===== src/rtl/mem_serial_ctrl.sv =====
// Serialises byte/half/word/double loads and stores onto a one-bit-wide RAM.
// Loads take one bit per cycle; stores use a setup/strobe pair per bit.
module mem_serial_ctrl #(
  parameter int MADDR_SZ = 32
) (
  input  logic                clk,
  input  logic                rst,
  input  logic                req_valid,
  output logic                req_ready,
  input  logic                req_we,
  input  logic [MADDR_SZ-1:0] req_addr,
  input  logic [1:0]          req_size,
  input  logic                req_signed,
  input  logic [63:0]         req_wdata,
  output logic                resp_valid,
  output logic [63:0]         resp_rdata,
  output logic                resp_err,
  output logic [MADDR_SZ-1:0] ram_addr,
  output logic                ram_din,
  output logic                ram_we,
  input  logic                ram_dout
);

  typedef enum logic [2:0] {IDLE, READ, WSETUP, WSTROBE, DONE} state_t;

  state_t              state, state_nxt;
  logic [MADDR_SZ-1:0] base_q, hold_addr_q, cur_addr;
  logic [1:0]          size_q;
  logic                signed_q, we_q, err_q, hold_din_q, cur_din;
  logic [63:0]         wdata_q, data_q, data_ext;
  logic [5:0]          cnt_q, last_cnt;
  logic [2:0]          align_mask;
  logic                accept, misaligned, last_bit, active, writing;

  // The top three byte-address bits fall off the bit address by construction.
  logic unused_addr_bits;
  assign unused_addr_bits = ^req_addr[MADDR_SZ-1 -: 3];

  assign accept     = req_valid & req_ready;
  assign misaligned = |(req_addr[2:0] & align_mask);
  assign last_bit   = (cnt_q == last_cnt);
  assign active     = (state == READ) || (state == WSETUP) || (state == WSTROBE);
  assign writing    = (state == WSETUP) || (state == WSTROBE);
  assign cur_addr   = base_q + MADDR_SZ'(cnt_q);
  assign cur_din    = wdata_q[cnt_q];

  // NOTE: every always_comb assigns each output a default first so no latch is inferred.
  always_comb begin
    align_mask = 3'b000;
    case (req_size)
      2'd1:    align_mask = 3'b001;
      2'd2:    align_mask = 3'b011;
      2'd3:    align_mask = 3'b111;
      default: align_mask = 3'b000;
    endcase
  end

  always_comb begin
    last_cnt = 6'd7;
    data_ext = data_q;
    case (size_q)
      2'd0: begin
        last_cnt = 6'd7;
        data_ext = {{56{signed_q & data_q[7]}}, data_q[7:0]};
      end
      2'd1: begin
        last_cnt = 6'd15;
        data_ext = {{48{signed_q & data_q[15]}}, data_q[15:0]};
      end
      2'd2: begin
        last_cnt = 6'd31;
        data_ext = {{32{signed_q & data_q[31]}}, data_q[31:0]};
      end
      default: begin
        last_cnt = 6'd63;
        data_ext = data_q;
      end
    endcase
  end

  // NOTE: sequential state uses non-blocking assignments so all registers update together.
  always_ff @(posedge clk) begin
    if (rst) state <= IDLE;
    else     state <= state_nxt;
  end

  always_comb begin
    state_nxt = state;
    case (state)
      IDLE:    if (accept) state_nxt = misaligned ? DONE : (req_we ? WSETUP : READ);
      READ:    if (last_bit) state_nxt = DONE;
      WSETUP:  state_nxt = WSTROBE;
      WSTROBE: state_nxt = last_bit ? DONE : WSETUP;
      DONE:    state_nxt = IDLE;
      default: state_nxt = IDLE;
    endcase
  end

  // Address/data hold their last driven value whenever no access is in flight.
  always_comb begin
    req_ready  = (state == IDLE) & ~rst;
    ram_we     = (state == WSTROBE);
    resp_valid = (state == DONE);
    resp_err   = (state == DONE) & err_q;
    resp_rdata = ((state == DONE) && !err_q && !we_q) ? data_ext : 64'd0;
    ram_addr   = active  ? cur_addr : hold_addr_q;
    ram_din    = writing ? cur_din  : hold_din_q;
  end

  // NOTE: the captured-data register is reset too, so an aborted load leaves nothing behind.
  always_ff @(posedge clk) begin
    if (rst) begin
      cnt_q       <= '0;
      base_q      <= '0;
      size_q      <= '0;
      signed_q    <= 1'b0;
      we_q        <= 1'b0;
      err_q       <= 1'b0;
      wdata_q     <= '0;
      data_q      <= '0;
      hold_addr_q <= '0;
      hold_din_q  <= 1'b0;
    end else begin
      if (accept) begin
        base_q   <= {req_addr[MADDR_SZ-4:0], 3'b000};
        size_q   <= req_size;
        signed_q <= req_signed;
        we_q     <= req_we;
        err_q    <= misaligned;
        wdata_q  <= req_wdata;
        cnt_q    <= '0;
      end
      if (active)  hold_addr_q <= cur_addr;
      if (writing) hold_din_q  <= cur_din;
      if (state == READ) begin
        data_q[cnt_q] <= ram_dout;
        cnt_q         <= cnt_q + 6'd1;
      end
      if (state == WSTROBE && !last_bit) cnt_q <= cnt_q + 6'd1;
    end
  end

endmodule

===== config.mk =====
export PLATFORM = sky130hd
export DESIGN_NAME = mem_serial_ctrl
export DESIGN_NICKNAME = d
export VERILOG_FILES = /design/src/rtl/mem_serial_ctrl.sv
export SDC_FILE = /design/constraint.sdc
export NUM_CORES = 1
export LEC_CHECK = 0
export ABC_AREA = 1
export ABC_CLOCK_PERIOD_IN_PS = 4900
export CORE_MARGIN = 10
export CORE_UTILIZATION = 56
export CTS_CLUSTER_SIZE = 25
export DETAILED_ROUTE_END_ITERATION = 16
export GPL_ROUTABILITY_DRIVEN = 0
export PLACE_DENSITY = 0.86
export SLEW_MARGIN = 30
export SYNTH_ARGS = -nofsm -noshare
export SYNTH_HDL_FRONTEND = slang
export SYNTH_SLANG_ARGS = --single-unit

===== constraint.sdc =====
create_clock -name clk -period 4.9 [get_ports clk]
set_clock_uncertainty 0.1 [all_clocks]
set_input_delay 0.735 -clock clk [delete_from_list [all_inputs] [get_ports clk]]
set_output_delay 0.735 -clock clk [all_outputs]
set_load 0.05 [all_outputs]

==> summary.txt, run 1 <==
Run status
  • Status: finished, final reports clean

Synthesis
  • Compound-cell area share of the yosys netlist: 21.77%
  • Post-synth EDFFs: 0
  • Avg Inst Size Synth: 6.835 um^2
  • Gate Count Post-Synth: 1453
  • XOR/XNOR Fraction of Synth Area: 0.8819%
  • Simple-Gate Fraction of Synth Area: 23.74%
  • Seq/Total Area, Yosys: 41.12%
  • Mux share of post-synthesis cell area: 0%
  • Netlist cell types: 37
  • Post-Syn Area: 0.009931 mm^2
  • Ys async rst share: 0%
  • Mapped Nets: 1562
  • Primary FF master, synth: dfxtp_1
  • Ys Warns: 0
  • Area share of the largest cell type after synthesis: 41.12%
  • Post-Synth Adder-Cell Area: 0.7056%
  • Most area-consuming cells after synthesis: dfxtp_1 41%, nand2_1 11%, a21oi_1 9.3%
  • Area leader, netlist: dfxtp_1
  • Largest family of logic cells by synthesized area: simple AND/OR/NAND/NOR gates
  • Number of synthesized register bits: 204

Cells and area
  • Commonest non-fill, non-tap cells in the layout: 279 x nand2_1, 204 x dfxtp_1, 200 x clkdlybuf4s50_1
  • Most common cell after layout, fill and taps aside: nand2_1
  • Layout cells sized above 1: 5.580%
  • Area occupied by registers: 0.004084 mm^2
  • Post-layout util: 72.78%
  • Fillers: 1391
  • Multi-input gate area: 0.004690 mm^2
  • Layout Nets: 1706
  • Area delta synth->final: 27.20%
  • Fin area: 0.01263 mm^2

Clock tree
  • CTS max path bufs: 3
  • Clock sinks: 204
  • Root buffer cell: clkbuf_16
  • # H-tree levels: 1
  • Post-CTS Setup Bufs: 0
  • Hold Buf Count CTS: 0
  • Clk Latency, worst-skew pair: 0.50 ns
  • CTS resizes: 0
  • CTS tree: yes
  • CTS clk-pin slew, worst paths: 0.06 ns
  • Total CTS buffers: 22

Timing
  • Fin crit period: 4.444 ns
  • Final count of negative-setup-slack endpoints: 0
  • Period utilization: 90.69%
  • Setup TNS: 0 ns
  • Unrepaired setup endpoints after global routing: false
  • Fin. Hold Viols: 0
  • Tightest Pin Transition: 0.8908 ns
  • Slew headroom: 40.39%
  • FMAX: 0.2250 GHz
  • Slew Limit Fails: 0

Hold path
  • Hold-critical path depth: 2
  • Hold Path End: wdata_q[10]
  • Hold path start: wdata_q[10]
  • Type of the worst min-delay path: flop to flop

Floorplanning
  • Die Width: 153.2 um
  • Core area: 0.01736 mm^2
  • Die height: 153.2 um
  • IO Pins: 205
  • Std-Cell Rows: 48
  • Initial Util: 57.22%
  • Die ar.: 0.02346 mm^2

Power and ir drop
  • Sequential power share: 33.7%
  • Sw Ratio: 40.03%
  • Internal power: 3676 uW
  • Comb power frac: 38.2%
  • Leakage: 0.005316 uW
  • Clock power share: 28.1%
  • Peak VDD IR: 0.0006081 V
  • Psw: 2454 uW
  • PD cells: 485.2 mW/mm^2

Detailed routing
  • Vias per cell: 5.560
  • Post-DRT Antenna Nets: 0
  • Wire per inst: 16.58 um
  • DR vias: 10250
  • Drt drc: 0
  • Initial DRC Count: 877
  • Initial DRT Pass Iterations: 5
  • Routed wire length: 30560 um

Run
  • Max-cap violation count: 0

Place
  • Placed Area: 0.01186 mm^2
  • # port buffers: 201
  • Post-DP HPWL: 21150 um

Setup path
  • Worst Reg-to-Reg Cells: 8
  • Slack of the worst reg-to-reg path: 1.99 ns
  • Worst setup SP type: flop
  • Worst setup path class: flop to output port
  • Worst-path maximum fanout: 8
  • Reg2reg end: data_q[60]
  • Endpoint class of the critical path: output port
  • R2R Path Start: cnt_q[2]
  • CP required: 4.07 ns
  • Worst path arrival time: 3.61 ns

GRT
  • Largest net degree at the start of global routing: 120
  • First-pass GRT wire length: 48640 um
  • GRT Overall Usage: 24.29%
  • Global route overflow: 0
  • Vias in the first global route: 9663
  • Initial antenna violation count: 5
[synthesized netlist by cell type (2+ instances only)]
library cell and instances:
nor2_4 7, o21ai_1 3, nand3_1 84, a311oi_1 29, ha_1 4, buf_6 5
clkbuf_1 45, a31oi_1 22, or2_2 8, clkinv_1 2, dfxtp_1 204, or2_1 13
inv_1 180, inv_2 18, nor2_1 127, buf_1 3, buf_4 5, o21a_1 2
xor2_1 10, a21oi_1 185, o211ai_1 7, nand4_1 8, buf_2 29, o21ai_0 146
nor2_2 5, nand2_1 279, nor3_1 11, nand2_2 3
[power groups by stage]
| stage | Combinational [uW] | Sequential, uW | Clock, uW |
|---|---|---|---|
| floorplan | 1680 | 2050 | 0 |
| global placement | 2280 | 2080 | 0 |
| detailed placement | 2320 | 2090 | 0 |
| CTS | 2340 | 2060 | 1720 |
| global route | 2560 | 2090 | 1790 |
| finish | 2340 | 2060 | 1720 |
[metrics by stage]
stage | std cells | hold slack [ns] | setup WS [ns] | power [uW]
final | 1843 | 0.3508 | 0.4560 | 6130
after global routing | 1843 | 0.3793 | 0.2098 | 6441
after CTS | 1838 | 0.3538 | 0.4999 | 6119
after detailed placement | 1798 | 0.3435 | 1.034 | 4411
after global placement | 1798 | 0.3385 | 0.9452 | 4357
after floorplan | 1453 | 0.3287 | 1.537 | 3729
[critical path: stages (launching register included)]
cell,delay [ns]
dfxtp_1,0.53
inv_2,0.15
fa_1,0.46
inv_1,0.10
nand2_1,0.05
nand2_1,0.10
nand2_1,0.08
inv_1,0.09
nand2_1,0.13
nor2_1,0.25
nand3_1,0.12
nand2_1,0.08
nand3_1,0.09
nand2_1,0.08
clkdlybuf4s50_1,0.80
[state kept, by name, indices dropped and copies added, names as in the netlist]
signal	cells
signed_q	1
hold_addr_q	32
wdata_q	64
hold_din_q	1
err_q	1
size_q	2
data_q	64
state	3
we_q	1
cnt_q	6
base_q	29
[final cells by class]
cell class,instances,area share (%)
Sequential cell,204,32.33
Multi-Input combinational cell,962,37.12
Clock inverter,8,0.7330
Tap cell,225,2.229
Inverter,200,5.963
Antenna cell,5,0.09905
Clock buffer,32,5.220
Timing Repair Buffer,207,16.30
[worst max path at each step]
stage,startpoint,end
floorplan,state[0],resp_rdata[58]
global placement,size_q[1],resp_rdata[60]
detailed placement,cnt_q[4],ram_addr[29]
CTS,cnt_q[4],ram_addr[29]
global route,cnt_q[4],ram_addr[29]
finish,cnt_q[4],ram_addr[29]
[kinds of logic after synthesis]
group / after synthesis
XOR/XNOR: 10
buffers and inverters: 287
AO/OA/AOI/OAI: 398
adder cells (fa/ha/maj): 5
flip-flops: 204
AND/OR/NAND/NOR: 549
[per-layer routing]
metal  track usage [%]  share of wire [%]  wire length, um
met3             5.303                9.1             2777
met1             30.06                 40            12180
met5                 0                  0                0
met4             10.90                3.7             1143
met2             39.56                 47            14460
Power figures use the tool's default switching activity.
==> run 2: changes to the inputs <==
--- a/config.mk
+++ b/config.mk
@@ -7,7 +7,7 @@
 export LEC_CHECK = 0
 export ABC_AREA = 1
 export ABC_CLOCK_PERIOD_IN_PS = 4900
-export CORE_MARGIN = 10
+export CORE_MARGIN = 8
 export CORE_UTILIZATION = 56
 export CTS_CLUSTER_SIZE = 25
 export DETAILED_ROUTE_END_ITERATION = 16
==> summary.txt, run 2 (synthesized netlist as in run 1, its figures left out) <==
Floorplanning
  • Die Width: 149.2 um
  • Initial Util: 57.41%
  • Core area: 0.01730 mm^2
  • IO Pins: 205
  • Die height: 149.2 um
  • Die ar.: 0.02225 mm^2
  • Std-Cell Rows: 48

Power and ir drop
  • Power consumption: 6093 uW
  • PD cells: 482.5 mW/mm^2
  • Leakage: 0.005323 uW
  • Peak VDD IR: 0.0005227 V

Detailed routing
  • Initial DRT Pass Iterations: 5
  • Initial DRC Count: 837
  • Wire per inst: 16.32 um
  • DR vias: 10360
  • Vias per cell: 5.622
  • Routed wire length: 30070 um
  • Post-DRT Antenna Nets: 0
  • Drt drc: 0

Timing
  • Period utilization: 90.90%
  • Slew headroom: 40.29%
  • FMAX: 0.2245 GHz
  • Tightest Pin Transition: 0.8947 ns
  • Setup TNS: 0 ns
  • Fin. Hold Viols: 0
  • Final count of negative-setup-slack endpoints: 0
  • Slew Limit Fails: 0
  • Fin crit period: 4.454 ns
  • Unrepaired setup endpoints after global routing: false

Setup path
  • Worst Path Buf+Inv: 4
  • Worst-path maximum fanout: 8
  • CP Cell Sequence: inv_2 > fa_1 > inv_1 > nand2_1 > nand2_1 > nand2_1 > inv_1 > nand2_1 > nor2_1 > xor2_1 > nand2_1 > nand2_1 > clkdlybuf4s50_1
  • Worst Reg-to-Reg Cells: 8
  • Cell mode on critical path: nand2_1
  • Crit path max-delay family: buffers and inverters
  • Critical-path top delay cell: clkdlybuf4s50_1
  • R2R Path Start: cnt_q[2]
  • Worst setup path class: flop to output port
  • CP startpoint: cnt_q[4]
  • Endpoint class of the critical path: output port
  • Worst path arrival time: 3.62 ns
  • Slack of the worst reg-to-reg path: 2.03 ns
  • CP required: 4.07 ns
  • Worst setup SP type: flop
  • Reg2reg end: data_q[4]
  • CP Depth: 13
  • Max incr delay on CP: 0.80 ns

Clock tree
  • Total CTS buffers: 22
  • CTS resizes: 0
  • # H-tree levels: 1
  • Clock sinks: 204
  • Post-CTS Setup Bufs: 0
  • Hold Buf Count CTS: 0
  • CTS clk-pin slew, worst paths: 0.06 ns
  • Root buffer cell: clkbuf_16
  • CTS tree: yes
  • CTS max path bufs: 3
  • Clk Latency, worst-skew pair: 0.50 ns

Run status
  • Status: finished, final reports clean

GRT
  • Global route overflow: 0
  • Largest net degree at the start of global routing: 101
  • First-pass GRT wire length: 48250 um
  • GRT Overall Usage: 26.17%
  • Vias in the first global route: 9922
  • Initial antenna violation count: 1

Hold path
  • Hold path start: wdata_q[15]
  • Hold Path End: wdata_q[15]
  • Hold-critical path depth: 2
  • Type of the worst min-delay path: flop to flop

Cells and area
  • Layout cells sized above 1: 5.755%
  • Post-layout util: 73.02%
  • Layout Nets: 1709
  • Top Registers: data_q (64), wdata_q (64), hold_addr_q (32)
  • Commonest non-fill, non-tap cells in the layout: 279 x nand2_1, 204 x dfxtp_1, 200 x clkdlybuf4s50_1
  • Most common cell after layout, fill and taps aside: nand2_1
  • Area delta synth->final: 27.18%

Place
  • # port buffers: 201
  • Post-DP HPWL: 20470 um

Run
  • Max-cap violation count: 0
-- run 2: metrics by stage --
stage          std cells  cell area, um^2  worst slack [ns]  hold slack [ns]
2_1_floorplan       1453             9931             1.537           0.3287
3_3_place_gp        1801            11890             1.071           0.3381
3_5_place_dp        1801            11890             1.030           0.3432
4_1_cts             1841            12630            0.5052           0.3520
5_1_grt             1842            12630            0.2290           0.3645
6_report            1842            12630            0.4461           0.3529
-- run 2: final cells by class --
cell class	instances	area (um^2)
diodes	1	2.502
clock buffers	33	673.1
fillers	1381	4667
repair buffers	210	2087
flip-flops and latches	204	4084
clock inverters	7	66.31
multi-input cells	962	4682
inverters	200	753.2
well taps	225	281.5
-- run 2: report_power, final --
group	switching (uW)	internal, uW
clock	676	1000
combinational	1620	717
sequential	151	1930
-- run 2: worst max-delay path by stage --
stage	slack [ns]	end
after global placement	1.07	ram_addr[13]
after global routing	0.23	ram_addr[13]
after CTS	0.51	ram_addr[13]
after floorplan	1.54	resp_rdata[58]
final	0.45	ram_addr[13]
after detailed placement	1.03	ram_addr[13]
-- run 2: worst min-delay path: stages, from the launching register on --
cell     delay (ns)
dfxtp_1        0.30
inv_1          0.06
a21oi_1        0.05
-- run 2: routing by layer --
layer	up-vias	routed length, um	global-route usage, %
met5	-	0	0
met4	0	1199	11.76
met3	89	2395	4.824
met2	495	14340	44.73
met1	4735	12130	31.42
li1	5037	-	-
==> run 3: changes to the inputs <==
--- a/config.mk
+++ b/config.mk
@@ -9,10 +9,12 @@
 export ABC_CLOCK_PERIOD_IN_PS = 4900
 export CORE_MARGIN = 8
 export CORE_UTILIZATION = 56
-export CTS_CLUSTER_SIZE = 25
+export CTS_CLUSTER_DIAMETER = 150
+export CTS_CLUSTER_SIZE = 10
 export DETAILED_ROUTE_END_ITERATION = 16
 export GPL_ROUTABILITY_DRIVEN = 0
 export PLACE_DENSITY = 0.86
+export RECOVER_POWER = 50
 export SLEW_MARGIN = 30
 export SYNTH_ARGS = -nofsm -noshare
 export SYNTH_HDL_FRONTEND = slang
==> summary.txt, run 3 (synthesized netlist as in run 1, its figures left out) <==
Setup path
  • Worst setup path class: flop to output port
  • R2R Path Start: state[0]
  • CP required: 4.07 ns
  • Worst setup SP type: flop
  • CP startpoint: cnt_q[4]
  • Endpoint class of the critical path: output port
  • Worst path arrival time: 3.63 ns
  • Worst-path maximum fanout: 8

Detailed routing
  • Initial DRT Pass Iterations: 5
  • Routed wire length: 29920 um
  • Drt drc: 0
  • DR vias: 10240
  • Vias per cell: 5.598
  • Initial DRC Count: 889
  • Wire per inst: 16.36 um
  • Post-DRT Antenna Nets: 0

Cells and area
  • Most common cell after layout, fill and taps aside: nand2_1
  • Top Registers: data_q (64), wdata_q (64), hold_addr_q (32)
  • Fillers: 1423
  • Commonest non-fill, non-tap cells in the layout: 279 x nand2_1, 204 x dfxtp_1, 199 x clkdlybuf4s50_1
  • Area occupied by registers: 0.004084 mm^2
  • Multi-input gate area: 0.004669 mm^2
  • Layout Nets: 1711
  • Post-layout util: 72.22%
  • Layout Cells excl Fill: 1829
  • Layout cells sized above 1: 4.806%
  • Area delta synth->final: 25.79%

GRT
  • Largest net degree at the start of global routing: 101
  • GRT Overall Usage: 26.10%
  • Initial antenna violation count: 2
  • Global-route met3 utilization: 5.097%
  • Met2 Use GR: 44.34%
  • M1 GR Usage: 31.39%
  • Busiest grt layer: met2
  • Global route overflow: 0
  • Vias in the first global route: 9757
  • First-pass GRT wire length: 47930 um

Hold path
  • Type of the worst min-delay path: flop to flop
  • Hold path start: wdata_q[16]

Timing
  • Fin. Hold Viols: 0
  • Slew headroom: -44.57%
  • Slew Limit Fails: 151
  • Tightest Pin Transition: 2.157 ns
  • Setup TNS: 0 ns
  • Fin crit period: 4.470 ns
  • Period utilization: 91.22%
  • Final count of negative-setup-slack endpoints: 0
  • Unrepaired setup endpoints after global routing: false
  • Final worst slack: 0.4304 ns
  • WHS: 0.3496 ns
  • FMAX: 0.2237 GHz

Clock tree
  • Clock sinks: 204
  • CTS clk-pin slew, worst paths: 0.06 ns
  • Total CTS buffers: 24
  • Post-CTS Setup Bufs: 0
  • CTS tree: yes
  • CTS resizes: 0
  • CTS max path bufs: 3
  • # H-tree levels: 1
  • Root buffer cell: clkbuf_16
  • Hold Buf Count CTS: 0
  • Clk Latency, worst-skew pair: 0.51 ns

Floorplanning
  • Initial Util: 57.41%
  • Core area: 0.01730 mm^2
  • IO Pins: 205
  • Die ar.: 0.02225 mm^2
  • Std-Cell Rows: 48
  • Die height: 149.2 um
  • Die Width: 149.2 um

Place
  • Dpl cells: 1801
  • # port buffers: 201
  • Post-DP HPWL: 20470 um
  • Dpl ws: 1.030 ns

Power and ir drop
  • Peak VDD IR: 0.0005447 V
  • Leakage: 0.005249 uW
  • PD cells: 472.6 mW/mm^2

Run status
  • Status: finished with violations
  • Failing checks: capacitance limit, slew limit

Run
  • Max-cap violation count: 2
## run 3: cell count changes in the layout (fill, tap and decap cells not counted), sizes merged
cell,change
buf,-4
bufinv,-1
clkbuf,-5
clkdlybuf4s50,-1
clkinv,-4
diode,+1
dlygate4sd3,+1
## run 3: critical path, stage by stage, from the launching register on
cell and delay [ns]:
dfxtp_1 0.50, inv_2 0.15, fa_1 0.45, inv_1 0.09, nand2_1 0.05, nand2_1 0.11
nand2_1 0.09, inv_1 0.09, nand2_1 0.14, nor2_1 0.24, xor2_1 0.22, nand2_1 0.10
nand2_1 0.10, clkdlybuf4s50_1 0.80
## run 3: cell type report
class	instances	area share (%)
Clock buffer	24	4.808
Timing Repair Buffer	210	16.60
Clock inverter	2	0.2003
Multi-Input combinational cell	962	37.38
Sequential cell	204	32.69
Antenna cell	2	0.04006
Inverter	200	6.030
Tap cell	225	2.254
## run 3: path summary, 6_finish.rpt
kind                        to  slack, ns  cells past startpoint
setup / recovery  ram_addr[13]       0.43                     13
hold reg to reg    wdata_q[16]       0.35                      2
setup reg to reg     base_q[9]       1.40                      7
hold / removal     wdata_q[16]       0.35                      2
## run 3: power breakdown
group          internal [uW]  leakage [uW]  switching [uW]
logic                    707       0.00328            1600
registers               1930       0.00166             154
clock network            865      0.000307             645
total                   3500       0.00525            2400
## run 3: per-layer routing
layer | vias to the layer above | routed length [um]
met5 | - | 0
met4 | 0 | 1157
met3 | 88 | 2394
met2 | 464 | 14270
met1 | 4669 | 12100
li1 | 5017 | -
## run 3: stage by stage
stage	area, um^2	power (uW)
after floorplan	9931	3729
after global placement	11890	4360
after detailed placement	11890	4408
after CTS	12510	5915
after global routing	12490	6208
final	12490	5903
